### config.mk
export PLATFORM = sky130hd
export DESIGN_NAME = dcache_responder
export DESIGN_NICKNAME = d
export VERILOG_FILES = /design/src/rtl/dcache_responder_pkg.sv /design/src/rtl/dcache_lane_align.sv /design/src/rtl/dcache_responder.sv
export SDC_FILE = /design/constraint.sdc
export NUM_CORES = 1
export LEC_CHECK = 0
export ABC_AREA = 0
export CORE_UTILIZATION = 50
export DETAILED_ROUTE_END_ITERATION = 10
export PLACE_DENSITY = 0.93
export SYNTH_ARGS = -nofsm -noshare
export SYNTH_HDL_FRONTEND = slang
export SYNTH_SLANG_ARGS = --single-unit
### constraint.sdc
create_clock -name clk -period 8.6 [get_ports clk]
set_input_delay 1.72 -clock clk [delete_from_list [all_inputs] [get_ports clk]]
set_output_delay 1.72 -clock clk [all_outputs]
set_load 0.005 [all_outputs]
### src/rtl/dcache_responder_pkg.sv
// Shared encodings for the data-cache responder.
// Flush bit index, access lengths, FSM states.
package dcache_responder_pkg;

  localparam int CTRL_FLUSH = 0;

  localparam logic [1:0] WLEN_BYTE = 2'b00;
  localparam logic [1:0] WLEN_HALF = 2'b01;
  localparam logic [1:0] WLEN_WORD = 2'b10;

  typedef enum logic [1:0] {
    DCR_IDLE = 2'd0,
    DCR_REQ  = 2'd1,
    DCR_WAIT = 2'd2,
    DCR_RESP = 2'd3
  } dcr_state_t;

  function automatic logic bad_access(
    input logic [1:0] wlen,
    input logic [1:0] off
  );
    logic bad;
    bad = 1'b1;
    unique case (wlen)
      WLEN_BYTE: bad = 1'b0;
      WLEN_HALF: bad = off[0];
      WLEN_WORD: bad = |off;
      default:   bad = 1'b1;
    endcase
    return bad;
  endfunction

endpackage

### src/rtl/dcache_lane_align.sv
// Byte-lane steering: write strobes/replication and
// read right-justify plus length mask.
module dcache_lane_align
  import dcache_responder_pkg::*;
#(
  parameter int DATA_W = 32
) (
  input  logic [1:0]        off,
  input  logic [1:0]        wlen,
  input  logic [DATA_W-1:0] wdata,
  input  logic [DATA_W-1:0] rdata,
  output logic [3:0]        wstrb,
  output logic [DATA_W-1:0] wdata_sh,
  output logic [DATA_W-1:0] rdata_al
);

  logic [DATA_W-1:0] mask;

  always_comb begin
    wstrb    = 4'b1111;
    wdata_sh = wdata;
    mask     = '1;
    unique case (wlen)
      WLEN_BYTE: begin
        wstrb    = 4'b0001 << off;
        wdata_sh = {4{wdata[7:0]}};
        mask     = 32'h0000_00ff;
      end
      WLEN_HALF: begin
        wstrb    = 4'b0011 << off;
        wdata_sh = {2{wdata[15:0]}};
        mask     = 32'h0000_ffff;
      end
      default: begin
        wstrb    = 4'b1111;
        wdata_sh = wdata;
        mask     = '1;
      end
    endcase
    rdata_al = (rdata >> {off, 3'b000}) & mask;
  end

endmodule

### src/rtl/dcache_responder.sv
// Core data-cache request to req/gnt/rvalid bus bridge.
// One outstanding transaction; flush drops or aborts it.
module dcache_responder
  import dcache_responder_pkg::*;
#(
  parameter int ADDR_W  = 32,
  parameter int DATA_W  = 32,
  parameter int CTRL_W  = 6,
  parameter int TIMEOUT = 255
) (
  input  logic              clk,
  input  logic              rst,
  input  logic [CTRL_W-1:0] ctrl_signal_i,
  input  logic              req_valid_i,
  input  logic              wen_i,
  input  logic [ADDR_W-1:0] addr_i,
  input  logic [DATA_W-1:0] wdata_i,
  input  logic [1:0]        wlen_i,
  output logic              ready_o,
  output logic              data_valid_o,
  output logic [DATA_W-1:0] data_o,
  output logic              error_o,
  output logic              mem_req_o,
  output logic              mem_we_o,
  output logic [ADDR_W-1:0] mem_addr_o,
  output logic [DATA_W-1:0] mem_wdata_o,
  output logic [3:0]        mem_wstrb_o,
  input  logic              mem_gnt_i,
  input  logic              mem_rvalid_i,
  input  logic [DATA_W-1:0] mem_rdata_i
);

  localparam int CNT_W = $clog2(TIMEOUT + 1);
  localparam logic [CNT_W-1:0] CNT_LAST = CNT_W'(TIMEOUT - 1);

  dcr_state_t        state;
  logic [CNT_W-1:0]  cnt;
  logic              drop;
  logic              err_q;
  logic              wen_q;
  logic              req_q;
  logic              dv_q;
  logic              er_q;
  logic [ADDR_W-1:0] addr_q;
  logic [DATA_W-1:0] wdata_q;
  logic [1:0]        wlen_q;
  logic [3:0]        strb;
  logic [DATA_W-1:0] wd_sh;
  logic [DATA_W-1:0] rd_al;
  logic              flush;

  assign flush = ctrl_signal_i[CTRL_FLUSH];

  dcache_lane_align #(
    .DATA_W(DATA_W)
  ) u_align (
    .off     (addr_q[1:0]),
    .wlen    (wlen_q),
    .wdata   (wdata_q),
    .rdata   (mem_rdata_i),
    .wstrb   (strb),
    .wdata_sh(wd_sh),
    .rdata_al(rd_al)
  );

  // Bus fields are only meaningful while the request is up.
  assign mem_req_o    = req_q;
  assign mem_we_o     = req_q & wen_q;
  assign mem_addr_o   = req_q ? {addr_q[ADDR_W-1:2], 2'b00} : '0;
  assign mem_wdata_o  = req_q ? wd_sh : '0;
  assign mem_wstrb_o  = req_q ? strb : 4'b0000;
  assign data_valid_o = dv_q & ~flush;
  assign error_o      = er_q & ~flush;

  always_ff @(posedge clk or posedge rst) begin
    if (rst) begin
      state   <= DCR_IDLE;
      cnt     <= '0;
      drop    <= 1'b0;
      err_q   <= 1'b0;
      wen_q   <= 1'b0;
      req_q   <= 1'b0;
      dv_q    <= 1'b0;
      er_q    <= 1'b0;
      ready_o <= 1'b1;
      data_o  <= '0;
      addr_q  <= '0;
      wdata_q <= '0;
      wlen_q  <= 2'b00;
    end else begin
      unique case (state)
        DCR_IDLE: begin
          if (req_valid_i && !flush) begin
            addr_q  <= addr_i;
            wen_q   <= wen_i;
            wdata_q <= wdata_i;
            wlen_q  <= wlen_i;
            err_q   <= bad_access(wlen_i, addr_i[1:0]);
            req_q   <= !bad_access(wlen_i, addr_i[1:0]);
            ready_o <= 1'b0;
            drop    <= 1'b0;
            cnt     <= '0;
            state   <= DCR_REQ;
          end
        end
        DCR_REQ: begin
          if (req_q && mem_gnt_i) begin
            req_q <= 1'b0;
            drop  <= flush;
            cnt   <= '0;
            state <= DCR_WAIT;
          end else if (flush) begin
            req_q   <= 1'b0;
            ready_o <= 1'b1;
            cnt     <= '0;
            state   <= DCR_IDLE;
          end else if (err_q || cnt == CNT_LAST) begin
            req_q  <= 1'b0;
            dv_q   <= 1'b1;
            er_q   <= 1'b1;
            data_o <= '0;
            cnt    <= '0;
            state  <= DCR_RESP;
          end else begin
            cnt <= cnt + 1'b1;
          end
        end
        DCR_WAIT: begin
          if (mem_rvalid_i || cnt == CNT_LAST) begin
            cnt  <= '0;
            drop <= 1'b0;
            if (drop || flush) begin
              ready_o <= 1'b1;
              state   <= DCR_IDLE;
            end else begin
              dv_q   <= 1'b1;
              er_q   <= !mem_rvalid_i;
              data_o <= mem_rvalid_i ? rd_al : '0;
              state  <= DCR_RESP;
            end
          end else begin
            cnt <= cnt + 1'b1;
            if (flush) drop <= 1'b1;
          end
        end
        DCR_RESP: begin
          dv_q    <= 1'b0;
          er_q    <= 1'b0;
          ready_o <= 1'b1;
          state   <= DCR_IDLE;
        end
        default: state <= DCR_IDLE;
      endcase
    end
  end

endmodule

==> out/metrics.csv <==
stage;metric;value;unit
sta;Tightest Pin Transition;1.08;ns
sta;Layout Skew;0.00636;ns
critical_path;nature of the critical path endpoint;output port;
drt;DRT Wirelength;18.0;mm
cts;# hold bufs at CTS;0;
synthesis;FF+latch count, synth;115;
worst_hold_path;Tightest Hold Check Type;reg -> reg;
pwr;Worst VDD drop;0.000176;V
critical_path;Bufs and invs on worst path;2;
sta;Setup TNS Final;0;ns
critical_path;critical path class;in -> out;
drt;DR vias;5726;
grt;vias in the first global route;5727;
synthesis;Yosys warnings;0;
grt;grt ovf;0;
layout;share of layout cells above drive strength 1;0.0804;
layout;most frequent cells in the layout;nand2_1 (237), clkdlybuf4s50_1 (207), dfrtp_1 (113);
drt;DRT iter0 DRCs;415;
cts;clk root buf;clkbuf_16;
sta;unrepaired setup endpoints after global routing;false;
grt;first-pass GRT wire length;28.8;mm
critical_path;Crit path top cell by count;clkdlybuf4s50_1;
sta;Fin. Hold Viols;0;
critical_path;worst r2r src;state[1];
cts;htree depth;4;
layout;commonest non-fill, non-tap cell in the layout;nand2_1;
cts;Clock Path Buffers;2;
critical_path;slowest CP cell;clkdlybuf4s50_1;
synthesis;Unique masters post-synth;49;
drt;max layer used;met4;
synthesis;Post-Syn Area per Cell;8.91;um2
run_status;status;finished, final reports clean;
floorplanning;IO Pins;215;
drt;DRT Pass-1 Iters;4;
synthesis;number of synthesized flops with an enable pin;0;
drt;detailed-route vias per instance;5.32;
floorplanning;Initial Utilization;0.520;
synthesis;Synth Instances;710;
layout;ant diodes;0;
sta;crit path time final;4.82;ns
layout;area delta synth->final;43.7;%
job;Max Cap Viol;0;
floorplanning;row count;40;
pwr;Leak;4.19;nW
synthesis;Syn Std Cell Area;6320;um2
cts;postcts setup bufs;0;
critical_path;Data required, critical path;6.88;ns
drt;DR WL met3;1.37;mm
layout;fin nets;1011;
synthesis;Main synth FF type;dfrtp_1;
grt;largest net degree at the start of global routing;75;
cts;Clock Sinks;115;
layout;total area of sequential cells;2880;um2
synthesis;register area share after synthesis;0.455;
cts;clock-pin transition on the worst setup and hold timing paths;0.05;ns
pwr;Pwr Total;0.00287;W
synthesis;FFs w/ async S/R, synth;1.00;
floorplanning;die area;13100;um2
sta;Fmax;207;MHz
floorplanning;area of the core;12200;um2
drt;Avg WL per Cell;16.7;um
cts;TritonCTS clock tree;built;
sta;final setup violation count;0;
critical_path;Max stage delay on crit path;0.65;ns
worst_hold_path;Worst Hold Launch;addr_q[31];
cts;Clk Latency, worst-skew pair;0.42;ns
critical_path;Top Family by Delay on Critical Path;buffers and inverters;
critical_path;crit path launch;ctrl_signal_i[0];
drt;remaining routing DRC violations;0;
grt;Total GRT Usage;0.288;
place;Placer Congestion;0.864;
place;half-perimeter wire length after placement;11.8;mm
sta;Final Max Tran Viols;0;
layout;fillers;826;
drt;Routed Antenna Nets;0;
cts;PostCTS Resize Cnt;0;
floorplanning;die width;114;um
critical_path;crit path DAT;3.10;ns
critical_path;Worst setup SP type;input port;
drt;DR WL met2;8.82;mm
cts;TritonCTS Buffers;17;
critical_path;Worst Path Max Fanout;14;
critical_path;crit path cell chain;clkdlybuf4s50_1 > nor2b_1 > clkdlybuf4s50_1;
sta;fin crit share;0.561;
floorplanning;die height;114;um
place;Port Buf Inserts;207;
layout;multi-input gate area in the final layout;3150;um2
sta;Slew HR;0.283;
pwr;Pwr per Cell Area;316;nW/um2
grt;initial antenna violation count;0;
drt;met1 wire length;7.22;mm
-- per-layer routing --
| layer | track usage | vias up |
|---|---|---|
| li1 | - | 2710 |
| met1 | 0.343 | 2723 |
| met2 | 0.474 | 238 |
| met3 | 0.0895 | 55 |
| met4 | 0.137 | 0 |
| met5 | 0 | - |
-- flip-flops by register name, summed over array words and instances, names as in the netlist --
signal / flops
state: 2
wlen_q: 2
wen_q: 1
er_q: 1
mem_req_o: 1
drop: 1
addr_q: 32
dv_q: 1
ready_o: 1
err_q: 1
cnt: 8
data_o: 32
wdata_q: 32
-- logic make-up after synthesis --
kind of cell             after synthesis  synth area share
flip-flops                           115             0.455
buffers and inverters                 65            0.0475
AO/OA/AOI/OAI                         96             0.103
other                                  1          0.000593
adder cells (fa/ha/maj)                6            0.0119
AND/OR/NAND/NOR                      357             0.252
multiplexers                          70             0.129
-- final timing paths --
| path | endpoint | slack, ns | cells after the start |
|---|---|---|---|
| max in group asynchronous | mem_req_o | 5.55 | 3 |
| min reg2reg | addr_q[31] | 0.46 | 2 |
| min in group asynchronous | addr_q[7] | 1.78 | 2 |
| max | error_o | 3.78 | 3 |
| max reg2reg | wdata_q[19] | 5.90 | 8 |
| min | addr_q[31] | 0.46 | 2 |
-- worst min-delay path: cells and delay by family, from the launching register on --
| family | cells | cell delay (ns) |
|---|---|---|
| flip-flops | 1 | 0.33 |
| AND/OR/NAND/NOR | 2 | 0.10 |
-- Yosys cell counts, drive strengths merged, types with 2 or more instances --
cell type,number,area share
nand2,237,0.14
dfrtp,114,0.45
and2,48,0.047
mux2i,44,0.070
o21ai,30,0.024
clkbuf,27,0.016
nor2,27,0.016
mux2,26,0.059
nor2b,22,0.022
buf,21,0.021
a211oi,18,0.021
inv,16,0.0095
a21boi,8,0.0095
a21oi,8,0.0069
a2bb2oi,8,0.011
ha,6,0.012
nand3,6,0.0067
nand4,5,0.0049
o21a,4,0.0047
a22o,3,0.0042
nand2b,3,0.0042
o22ai,3,0.0040
o2bb2ai,3,0.0042
o31ai,3,0.0036
a21o,2,0.0024
nor3,2,0.0016
o211ai,2,0.0024
or2,2,0.0020
-- cell type report --
| class | instances | share of cell area |
|---|---|---|
| multi-input cells | 531 | 0.346 |
| flip-flops and latches | 115 | 0.317 |
| repair buffers | 213 | 0.233 |
| clock buffers | 21 | 0.0507 |
| well taps | 168 | 0.0231 |
| clock inverters | 11 | 0.0226 |
| inverters | 17 | 0.00730 |
-- where the power goes --
group | switching [W] | internal, W
clock network | 0.000246 | 0.000555
registers | 0.000169 | 0.000739
logic | 0.000595 | 0.000570
total | 0.00101 | 0.00186
-- metrics by stage --
stage / utilization / worst slack [ns] / instance area, um2 / std cells / hold WS, ns
finish: 0.747 / 3.78 / 9090 / 1076 / 0.464
global route: 0.747 / 3.64 / 9090 / 1076 / 0.488
global placement: 0.692 / 3.79 / 8420 / 1044 / 0.448
floorplan: - / 3.84 / 6330 / 711 / 0.437
detailed placement: 0.692 / 3.77 / 8420 / 1044 / 0.455
CTS: 0.747 / 3.77 / 9090 / 1076 / 0.468
Power figures use the tool's default switching activity.
